`src/rtl/flopr_pkg.sv`:
```
// Shared constants, types and elaboration checks for the flopr enable register.
package flopr_pkg;

  localparam int FLOPR_DEFAULT_WIDTH = 32;

  typedef logic [FLOPR_DEFAULT_WIDTH-1:0] flopr_word_t;

  function automatic bit flopr_width_ok(input int width);
    return (width >= 1) && (width <= 1024);
  endfunction

endpackage

```
`src/rtl/flopr_bit.sv`:
```
// Single-bit rising-edge flop with asynchronous active-low clear to a per-bit value and load enable.
module flopr_bit #(
  parameter logic RESET_VALUE = 1'b0
) (
  input  logic clk,
  input  logic reset,
  input  logic en,
  input  logic d,
  output logic q
);

  always_ff @(posedge clk or negedge reset) begin
    if (!reset)
      q <= RESET_VALUE;
    else if (en)
      q <= d;
  end

endmodule

```
`src/rtl/flopr.sv`:
```
// WIDTH-bit enable register with async active-low clear, built from per-bit flops.
// Optional checking block compiled in when FLOPR_ASSERTIONS_EN is defined.
module flopr
  import flopr_pkg::*;
#(
  parameter int               WIDTH       = FLOPR_DEFAULT_WIDTH,
  parameter logic [WIDTH-1:0] RESET_VALUE = '0
) (
  input  logic             clk,
  input  logic             reset,
  input  logic             en,
  input  logic [WIDTH-1:0] d,
  output logic [WIDTH-1:0] q
);

  if (!flopr_width_ok(WIDTH)) begin : g_bad_width
    $error("flopr: WIDTH must be in 1..1024");
  end

  // One cell per bit so each bit can carry its own reset value.
  for (genvar i = 0; i < WIDTH; i++) begin : g_bit
    flopr_bit #(
      .RESET_VALUE(RESET_VALUE[i])
    ) u_bit (
      .clk  (clk),
      .reset(reset),
      .en   (en),
      .d    (d[i]),
      .q    (q[i])
    );
  end

`ifdef FLOPR_ASSERTIONS_EN
  a_en_known : assert property (@(posedge clk) disable iff (!reset)
    !$isunknown(en));

  a_d_known : assert property (@(posedge clk) disable iff (!reset)
    en |-> !$isunknown(d));

  a_load : assert property (@(posedge clk) disable iff (!reset)
    en |=> (q == $past(d)));

  a_hold : assert property (@(posedge clk) disable iff (!reset)
    !en |=> $stable(q));

  always @(posedge clk) begin
    if (!reset) begin
      a_reset_value : assert (q == RESET_VALUE);
    end
  end

  c_load  : cover property (@(posedge clk) disable iff (!reset) en);
  c_hold  : cover property (@(posedge clk) disable iff (!reset) !en);
  c_reset : cover property (@(posedge clk) !reset && en);
`endif

endmodule

```
`config.mk`:
```
export PLATFORM = sky130hd
export DESIGN_NAME = flopr
export DESIGN_NICKNAME = d
export VERILOG_FILES = /design/src/rtl/flopr_pkg.sv /design/src/rtl/flopr_bit.sv /design/src/rtl/flopr.sv
export SDC_FILE = /design/constraint.sdc
export NUM_CORES = 1
export LEC_CHECK = 0
export ABC_AREA = 1
export BUFFER_PORTS_ARGS = -buffer_cell sky130_fd_sc_hd__buf_4
export CORE_MARGIN = 3
export CORE_UTILIZATION = 35
export DETAILED_ROUTE_END_ITERATION = 7
export GPL_ROUTABILITY_DRIVEN = 0
export PLACE_DENSITY = 0.61
export SLEW_MARGIN = 30
export SYNTH_ARGS = -nofsm -noshare
export SYNTH_HDL_FRONTEND = slang
export SYNTH_SLANG_ARGS = --single-unit
```
`constraint.sdc`:
```
create_clock -name clk -period 1.4 [get_ports clk]
set_clock_uncertainty 0.05 [all_clocks]
set_input_delay 0.28 -clock clk [delete_from_list [all_inputs] [get_ports clk]]
set_output_delay 0.28 -clock clk [all_outputs]
set_load 0.01 [all_outputs]
```
## Word level (Yosys, flattened, before mapping)

Cells that the tools add are included.

- Reductions and logical operators: 0
- Multiply operators: 0
- Mux-type cells: 0
- Order comparisons: 0
- Shifts and indexed selects: 0
- Bitwise logic cells: 0
- Equal/unequal tests: 0
- Div/mod/pow operators: 0
- $add $sub $neg: 0

- Output and inout bits: 32
- Bits in latches: 0
- Word-level logic and storage cells: 32
- RAM bits: 0
- Register bits: 32
- Memories: 0
- Memory bits (read-only): 0

## Logic depth before layout (Yosys ltp)

Gate-level depths: netlist (run 1).

- Word-level depth: 0
- Depth in mapped cells: 5
- Mapped depth without buffers: 3

## By module

A second synthesis (run 1) with hierarchy kept.

- Cell total of the unflattened synthesis: 160
- Area total of the unflattened synthesis: 1281.2 um2

By module, submodules not included:

| module | instances | area each (um2) | cells each |
|---|---|---|---|
| flopr_bit | 32 | 40.0 | 5 |

## Worst setup path before layout (run 1)

Ideal clock, no wire load.

- Path type: reg2out
- Start point: register g_bit[1].u_bit.q
- End point: output port q[1]
- Path buffers: 1
- Stages on the path, launching flop included: 2
- Required time: 1.070 ns
- Path slack: 0.569 ns
- Arrival: 0.501 ns
- Cells stage by stage: dfrtp_1 buf_4

RTL lines:

| item | line | RTL |
|---|---|---|
| from (decl) | flopr_bit.sv:9 | `output logic q` |
| from (signal assigned) | flopr_bit.sv:14 | `q <= RESET_VALUE;` |
| from (signal assigned) | flopr_bit.sv:16 | `q <= d;` |
| to (decl) | flopr.sv:13 | `output logic [WIDTH-1:0] q` |

No word-level cell between the ends.

## Worst setup path after layout (run 1)

- Start point: register g_bit[31].u_bit.q
- End point: output port q[31]

RTL lines:

| item | line |
|---|---|
| from (decl) | flopr_bit.sv:9 |
| from (signal assigned) | flopr_bit.sv:14 |
| from (signal assigned) | flopr_bit.sv:16 |

No word-level cell between the ends.

==> impl_metrics.env, run 1 <==
export IMPL_outcome="finished clean"
export IMPL_max_stage_delay_ns=0.40
export IMPL_initial_utilization_pct=37.2
export IMPL_synth_warnings=0
export IMPL_setup_ws_ns=0.240
export IMPL_timing_rr_end="g_bit[11].u_bit.q$_DFFE_PN0P_"
export IMPL_die_y_um=72.2
export IMPL_clock_path_buffers=2
export IMPL_setup_viol=0
export IMPL_path_max_fanout=2
export IMPL_worst_slew_pin_slew_ns=0.402
export IMPL_p_int_mw=1.60
export IMPL_ir_drop_mv=0.489
export IMPL_port_buffers=66
export IMPL_slew_violations=0
export IMPL_cp_end_kind="output port"
export IMPL_seqPwrFrac_pct=49.0
export IMPL_switching_share_pct=25.9
export IMPL_cts_clk_slew_worst_paths_ns=0.07
export IMPL_crit_buf_inv=1
export IMPL_crit_path_top_delay_cell="dfrtp_1"
export IMPL_critical_path_top_delay_family="flip-flops"
export IMPL_max_freq_mhz=862
export IMPL_grt_pass1_wl_um=4710
export IMPL_synthFlopType="dfrtp_1"
export IMPL_die_area_um2=5210
export IMPL_fillers=432
export IMPL_drive_gt1_share_pct=42.0
export IMPL_grt_max_degree=33
export IMPL_drt_total_wl_um=2950
export IMPL_cts_resized=0
export IMPL_top_regs="g_bit.u_bit.q x32"
export IMPL_pre_cts_ws_ns=0.361
export IMPL_synth_distinct_cells=8
export IMPL_finalCriticalPeriod_ns=1.16
export IMPL_cts_made_buffers=5
export IMPL_nNetsFinal=239
export IMPL_post_dp_hpwl_um=2040
export IMPL_crit_end="q[31]"
export IMPL_crit_path_cell_trace="buf_4"
export IMPL_drt_initial_drc_count=35
export IMPL_pwr_density_cell_nw_per_um2=1160
export IMPL_grt_setup_unrepaired="no"
export IMPL_ios=67
export IMPL_core_area_um2=4120
export IMPL_start_kind="register"
export IMPL_regMostFlops="g_bit.u_bit.q"
export IMPL_power_leakage_nw=1.06
export IMPL_p_switching_mw=0.561
export IMPL_firstDrtPassIters=4
export IMPL_synthCells=168
export IMPL_ys_async_sr_fraction_pct=100
export IMPL_routedWlPerCell_um=11.6
export IMPL_hold_path_class="input port to register"
export IMPL_rows=23
export IMPL_pwr_share_clk_pct=33.6
export IMPL_synthTopCellsByCount="nand2_1, buf_4, dfrtp_1"
export IMPL_cts_tree="done"
export IMPL_synth_top_area_share_pct=52.2
export IMPL_cts_max_level=2
export IMPL_synthToLayoutAreaGrowth_pct=21.7
export IMPL_synthTopCellsByArea="dfrtp_1, nand2_1, buf_4, nand2_2, clkbuf_8"
export IMPL_cp_arrival_ns=0.83
export IMPL_drtAntennaViolNets=0
export IMPL_synth_seq_area_share_pct=52.2
export IMPL_post_synth_top_count_cell="nand2_1"
export IMPL_clk_latency_ns=0.28
export IMPL_yosys_area_top_type="dfrtp_1"
export IMPL_synth_area_um2=1530
export IMPL_syn_nets=203
export IMPL_drv_cap=0
export IMPL_via_count=1072
export IMPL_largest_reg_flops=32
export IMPL_worstRegToRegCells=2
export IMPL_avgViaCountPerCell=4.20
export IMPL_grt_total_usage_pct=12.0
export IMPL_clock_root_buffer="clkbuf_8"
export IMPL_rrSetupSlack_ns=0.73
export IMPL_antennaDiodeCount=0
export IMPL_utilization_pct=45.3
export IMPL_cp_required_ns=1.07
export IMPL_design_area_um2=1870
export IMPL_die_w_um=72.2
export IMPL_hold_violations=0
export IMPL_slew_headroom_pct=73.2
export IMPL_crit_start="g_bit[31].u_bit.q$_DFFE_PN0P_"
export IMPL_synth_seq_cells=32
export IMPL_reg2reg_from="g_bit[11].u_bit.q$_DFFE_PN0P_"
export IMPL_antenna_found_initial=0
export IMPL_power_frac_comb_pct=17.4
export IMPL_route_detailed_drc=0
export IMPL_cts_sinks=32
export IMPL_placed_cell_area_um2=1760
export IMPL_grt_pass1_vias=1043
export IMPL_totalNegativeSetupSlack_ns=0
export IMPL_gr_total_overflow=0
export IMPL_finalCritPeriodShare_pct=82.9
export IMPL_total_power_mw=2.16
export IMPL_synth_edf_count=0
export IMPL_crit_cells=1
export IMPL_critPathKind="register to output port"
export IMPL_postSynthAreaPerCell_um2=9.12
## through the flow
stage / hold slack, ns / std cells
after floorplan: -0.0656 / 168
after global placement: 0.192 / 246
after detailed placement: 0.197 / 246
after CTS: 0.134 / 255
after global routing: 0.138 / 255
final: 0.144 / 255
## power groups by stage
stage / clock network, mW / logic [mW] / registers, mW
after CTS: 0.758 / 0.387 / 1.06
final: 0.726 / 0.377 / 1.06
after global routing: 0.801 / 0.421 / 1.07
after floorplan: 0 / 0.287 / 1.06
after global placement: 0 / 0.380 / 1.07
after detailed placement: 0 / 0.385 / 1.07
## metal layers
metal | vias to the layer above | global-route usage (%) | share of wire, %
li1 | 536 | - | -
met1 | 491 | 14.8 | 42
met2 | 40 | 18.1 | 48
met3 | 5 | 3.60 | 8.6
met4 | 0 | 7.52 | 2.0
met5 | - | 0 | 0
## cell usage in the layout, fill, tap and decap left out, drive strengths merged
| cell type | n |
|---|---|
| clkinv | 2 |
| dlygate4sd3 | 1 |
| clkbuf | 6 |
| buf | 67 |
| inv | 1 |
| dfrtp | 32 |
| nand2 | 96 |
## area by class of cell
| cell class | count | area (µm²) | share of cell area (%) |
|---|---|---|---|
| inverters | 1 | 11.3 | 0.604 |
| repair buffers | 68 | 513 | 27.5 |
| well taps | 50 | 62.6 | 3.35 |
| clock inverters | 2 | 10.0 | 0.537 |
| flip-flops and latches | 32 | 801 | 42.9 |
| multi-input cells | 96 | 385 | 20.7 |
| clock buffers | 6 | 82.6 | 4.43 |
## repair_timing
item	4_1_cts	5_1_grt
endpoints found under the hold margin	32	0
hold buffers	1	0
buffers inserted	0	0
## logic make-up (layout without fill, tap and decap cells)
family	Yosys count	after routing	synth area share (%)
AND/OR/NAND/NOR	96	96	25.1
buffers and inverters	40	77	22.6
flip-flops	32	32	52.2
## worst min path at each step
stage | slack, ns | cells after the start | endpoint | start
global route | 0.14 | 3 | g_bit[0].u_bit.q$_DFFE_PN0P_ | d[0]
global placement | 0.19 | 1 | g_bit[25].u_bit.q$_DFFE_PN0P_ | reset
floorplan | -0.07 | 0 | g_bit[0].u_bit.q$_DFFE_PN0P_ | reset
CTS | 0.13 | 3 | g_bit[0].u_bit.q$_DFFE_PN0P_ | d[0]
detailed placement | 0.20 | 1 | g_bit[25].u_bit.q$_DFFE_PN0P_ | reset
finish | 0.14 | 3 | g_bit[24].u_bit.q$_DFFE_PN0P_ | d[24]
Power figures use the tool's default switching activity.
==> run 2, diff against run 1 <==
==> constraint.sdc (replaced) <==
create_clock -name clk -period 1.08 [get_ports clk]
set_clock_uncertainty 0.05 [all_clocks]
set_input_delay 0.216 -clock clk [delete_from_list [all_inputs] [get_ports clk]]
set_output_delay 0.216 -clock clk [all_outputs]
set_load 0.01 [all_outputs]
==> run 2 against run 1 <==
Net effect:
- final cell count grew 7.5%
- global-route usage shrank 0.76 points
- count of clock-buffer cells in the layout grew 2
- largest power group unchanged
- hold slack lost 0.051 ns
- die area is the same
- sequential share of layout area shrank 4.4 points
- worst setup slack lost 0.23 ns
- non-clock buffer count grew 19
==> impl_metrics.env, run 2 (synthesized netlist as in run 1, its figures left out) <==
export IMPL_die_w_um=72.2
export IMPL_hold_depth=3
export IMPL_drt_total_wl_um=3010
export IMPL_final_common_cell="nand2_1"
export IMPL_max_stage_delay_ns=0.40
export IMPL_path_max_fanout=2
export IMPL_pre_cts_ws_ns=0.184
export IMPL_gr_total_overflow=0
export IMPL_start_kind="register"
export IMPL_top_regs="g_bit.u_bit.q x32"
export IMPL_grt_total_usage_pct=11.2
export IMPL_rows=23
export IMPL_finalCritPeriodShare_pct=98.7
export IMPL_met1_usage_pct=12.3
export IMPL_via_count=1104
export IMPL_use_met2_pct=19.4
export IMPL_critPathKind="register to output port"
export IMPL_regMostFlops="g_bit.u_bit.q"
export IMPL_clk_latency_ns=0.27
export IMPL_clock_root_buffer="clkbuf_8"
export IMPL_fin_cells=274
export IMPL_cts_made_buffers=5
export IMPL_drv_cap=0
export IMPL_cts_clk_slew_worst_paths_ns=0.06
export IMPL_crit_path_cell_trace="buf_6"
export IMPL_grt_busiest_layer="met2"
export IMPL_use_met3_pct=3.46
export IMPL_dp_cells=247
export IMPL_worst_slew_pin_slew_ns=0.400
export IMPL_crit_path_top_delay_cell="dfrtp_1"
export IMPL_final_cell_mix="nand2_1, buf_4, dfrtp_1"
export IMPL_power_leakage_nw=1.17
export IMPL_synthToLayoutAreaGrowth_pct=35.5
export IMPL_setup_ws_ns=0.0140
export IMPL_ios=67
export IMPL_hold_violations=0
export IMPL_die_area_um2=5210
export IMPL_firstDrtPassIters=4
export IMPL_grt_pass1_vias=1025
export IMPL_cp_end_kind="output port"
export IMPL_finalCriticalPeriod_ns=1.07
export IMPL_routedWlPerCell_um=11.0
export IMPL_initial_utilization_pct=37.2
export IMPL_max_freq_mhz=938
export IMPL_drive_gt1_share_pct=46.0
export IMPL_nNetsFinal=258
export IMPL_outcome="finished clean"
export IMPL_grt_pass1_wl_um=4450
export IMPL_total_power_mw=2.90
export IMPL_utilization_pct=50.5
export IMPL_die_y_um=72.2
export IMPL_grt_setup_unrepaired="yes"
export IMPL_drtAntennaViolNets=0
export IMPL_port_buffers=66
export IMPL_crit_cells=1
export IMPL_clock_path_buffers=2
export IMPL_antennaDiodeCount=0
export IMPL_cp_arrival_ns=0.80
export IMPL_cts_max_level=2
export IMPL_hold_path_class="input port to register"
export IMPL_setup_viol=0
export IMPL_avgViaCountPerCell=4.03
export IMPL_cts_sinks=32
export IMPL_crit_buf_inv=1
export IMPL_grt_max_degree=33
export IMPL_cts_tree="done"
export IMPL_ir_drop_mv=0.636
export IMPL_post_dp_hpwl_um=2040
export IMPL_cp_required_ns=0.81
export IMPL_worstRegToRegCells=4
export IMPL_core_area_um2=4120
export IMPL_slew_violations=0
export IMPL_pwr_density_cell_nw_per_um2=1400
export IMPL_slew_headroom_pct=73.3
export IMPL_drt_initial_drc_count=59
export IMPL_route_detailed_drc=0
export IMPL_antenna_found_initial=0
export IMPL_largest_reg_flops=32
export IMPL_totalNegativeSetupSlack_ns=0
export IMPL_critical_path_top_delay_family="flip-flops"
run 2: path summary, 6_finish.rpt:
kind,startpoint,endpoint,slack [ns]
max in group asynchronous,reset,g_bit[17].u_bit.q$_DFFE_PN0P_,0.32
hold reg to reg,g_bit[26].u_bit.q$_DFFE_PN0P_,g_bit[26].u_bit.q$_DFFE_PN0P_,0.43
setup reg to reg,g_bit[4].u_bit.q$_DFFE_PN0P_,g_bit[4].u_bit.q$_DFFE_PN0P_,0.20
hold / removal,d[1],g_bit[1].u_bit.q$_DFFE_PN0P_,0.09
setup / recovery,g_bit[23].u_bit.q$_DFFE_PN0P_,q[23],0.01
min in group asynchronous,reset,g_bit[7].u_bit.q$_DFFE_PN0P_,0.37
run 2: through the flow:
step,instance area [µm²],hold WS (ns)
floorplan,1530,-0.130
global placement,1770,0.127
detailed placement,1770,0.131
CTS,1930,0.0856
global route,2080,0.0868
finish,2080,0.0932
run 2: where the power goes:
part	total, mW	switching [mW]	internal [mW]	leakage, nW
registers	1.37	0.0676	1.31	0.390
logic	0.626	0.255	0.371	0.734
clock network	0.903	0.384	0.519	0.0455
total	2.90	0.706	2.20	1.17
run 2: layout make-up:
cell class	instances	area, µm²
flip-flops and latches	32	801
inverters	1	11.3
well taps	50	62.6
multi-input cells	96	385
clock buffers	8	90.1
repair buffers	87	727
fillers	412	2040
run 2: layer usage:
metal  wire, µm  up-vias
li1           -      577
met1       1230      486
met2       1510       37
met3        220        4
met4         45        0
met5          0        -
run 2: repair_timing:
item                                    4_1_cts  5_1_grt
setup buffers                                 8       10
gates resized for setup                       0       19
endpoints found under the setup margin        8       25
pin swaps                                     0        0
hold buffers                                  1        0
hold endpoints to repair                     32        0
==> run 3, diff against run 2 <==
--- a/config.mk
+++ b/config.mk
@@ -11,7 +11,7 @@
 export CORE_UTILIZATION = 35
 export DETAILED_ROUTE_END_ITERATION = 7
 export GPL_ROUTABILITY_DRIVEN = 0
-export PLACE_DENSITY = 0.61
+export PLACE_DENSITY_LB_ADDON = 0.2
 export SLEW_MARGIN = 30
 export SYNTH_ARGS = -nofsm -noshare
 export SYNTH_HDL_FRONTEND = slang
==> run 3 against run 2 <==
Net effect:
- count of clock-buffer cells in the layout fell by 1
- combinational power grew 3%
- critical path type unchanged
- register-to-register slack about the same
- hold slack worse by 0.017 ns
- power rose by 13%
- critical path depth unchanged
- die area stayed put
- first-iteration DRC count rose by 47%
- core utilization is 1.9 points higher
- routed wire length increased by 3.4%
- fmax shrank 1.1%
==> impl_metrics.env, run 3 (synthesized netlist as in run 1, its figures left out) <==
export IMPL_crit_path_cell_trace="buf_6"
export IMPL_totalNegativeSetupSlack_ns=0
export IMPL_crit_path_top_delay_cell="dfrtp_1"
export IMPL_finalCriticalPeriod_ns=1.08
export IMPL_die_w_um=72.2
export IMPL_core_area_um2=4120
export IMPL_top_layer_used="met4"
export IMPL_worstRegToRegCells=4
export IMPL_dp_cells=246
export IMPL_grt_setup_unrepaired="yes"
export IMPL_via_count=1129
export IMPL_drt_total_wl_um=3110
export IMPL_routedWlPerCell_um=11.4
export IMPL_drv_cap=0
export IMPL_avgViaCountPerCell=4.14
export IMPL_placed_cell_area_um2=1760
export IMPL_fin_cells=273
export IMPL_clock_path_buffers=2
export IMPL_largest_reg_flops=32
export IMPL_grt_max_degree=33
export IMPL_cp_arrival_ns=0.81
export IMPL_rows=23
export IMPL_hold_path_class="input port to register"
export IMPL_finalCritPeriodShare_pct=99.8
export IMPL_hold_violations=0
export IMPL_wl_met2_um=1430
export IMPL_cts_max_level=2
export IMPL_critical_path_top_delay_family="flip-flops"
export IMPL_crit_cells=1
export IMPL_port_buffers=66
export IMPL_gr_total_overflow=0
export IMPL_drtAntennaViolNets=0
export IMPL_antennaDiodeCount=0
export IMPL_post_dp_hpwl_um=2000
export IMPL_drt_initial_drc_count=87
export IMPL_design_area_um2=2150
export IMPL_wirelength_met1_um=1350
export IMPL_regMostFlops="g_bit.u_bit.q"
export IMPL_power_leakage_nw=1.20
export IMPL_cts_sinks=32
export IMPL_synthToLayoutAreaGrowth_pct=40.6
export IMPL_clock_root_buffer="clkbuf_8"
export IMPL_antenna_found_initial=0
export IMPL_clk_latency_ns=0.28
export IMPL_cp_required_ns=0.81
export IMPL_grt_total_usage_pct=12.2
export IMPL_firstDrtPassIters=4
export IMPL_critPathKind="register to output port"
export IMPL_top_regs="g_bit.u_bit.q x32"
export IMPL_wl_met3_um=301
export IMPL_path_max_fanout=2
export IMPL_die_area_um2=5210
export IMPL_die_y_um=72.2
export IMPL_slew_violations=0
export IMPL_final_cell_mix="nand2_1, buf_4, dfrtp_1, buf_6, nand2_2"
export IMPL_ios=67
export IMPL_start_kind="register"
export IMPL_total_power_mw=3.29
export IMPL_cts_made_buffers=5
export IMPL_hold_depth=3
export IMPL_max_freq_mhz=928
export IMPL_pwr_density_cell_nw_per_um2=1530
export IMPL_setup_viol=0
export IMPL_slew_headroom_pct=72.5
export IMPL_nNetsFinal=257
export IMPL_utilization_pct=52.4
export IMPL_grt_pass1_wl_um=4890
export IMPL_cts_tree="done"
export IMPL_max_stage_delay_ns=0.40
export IMPL_outcome="finished clean"
export IMPL_grt_pass1_vias=1079
export IMPL_final_common_cell="nand2_1"
export IMPL_worst_slew_pin_slew_ns=0.412
export IMPL_drive_gt1_share_pct=46.6
export IMPL_ir_drop_mv=0.868
export IMPL_crit_buf_inv=1
export IMPL_route_detailed_drc=0
export IMPL_initial_utilization_pct=37.2
export IMPL_cp_end_kind="output port"
export IMPL_cts_clk_slew_worst_paths_ns=0.07
[run 3: path summary, 6_finish.rpt]
kind	startpoint	to	slack [ns]
worst min register to register	g_bit[15].u_bit.q$_DFFE_PN0P_	g_bit[15].u_bit.q$_DFFE_PN0P_	0.44
min in group asynchronous	reset	g_bit[4].u_bit.q$_DFFE_PN0P_	0.36
max in group asynchronous	reset	g_bit[19].u_bit.q$_DFFE_PN0P_	0.32
worst max-delay path	g_bit[28].u_bit.q$_DFFE_PN0P_	q[28]	0.002
worst max register to register	g_bit[6].u_bit.q$_DFFE_PN0P_	g_bit[6].u_bit.q$_DFFE_PN0P_	0.19
worst min-delay path	d[0]	g_bit[0].u_bit.q$_DFFE_PN0P_	0.08
[run 3: power breakdown]
part / total [mW] / leakage, nW / switching [mW] / internal [mW]
logic: 0.646 / 0.744 / 0.252 / 0.394
clock network: 1.26 / 0.0645 / 0.446 / 0.814
registers: 1.38 / 0.390 / 0.0775 / 1.31
[run 3: what timing repair did]
item	4_1_cts	5_1_grt
setup endpoints to repair	29	32
setup buffers	14	4
pin swaps	0	0
hold buffers	1	0
resized for setup	22	10
hold endpoints to repair	32	0
[run 3: metal layers]
layer,up-vias,GRT usage [%]
met3,4,5.12
li1,576,-
met1,505,14.7
met4,0,5.64
met5,-,0
met2,44,19.0
[run 3: per-stage QoR]
stage,setup slack (ns),hold WS (ns)
final,0.00222,0.0764
after global routing,-0.0376,0.0711
after CTS,-0.0133,0.0690
after detailed placement,0.0896,0.135
after global placement,0.122,0.132
after floorplan,0.313,-0.130
[run 3: area by class of cell]
class                      instances  area (µm²)
tap                               50        62.6
sequential                        32         801
fill                             411        1960
multi-input combinational         96         385
timing repair buffer              86         768
inverter                           1        11.3
clock inverter                     1        30.0
clock buffer                       7        96.3
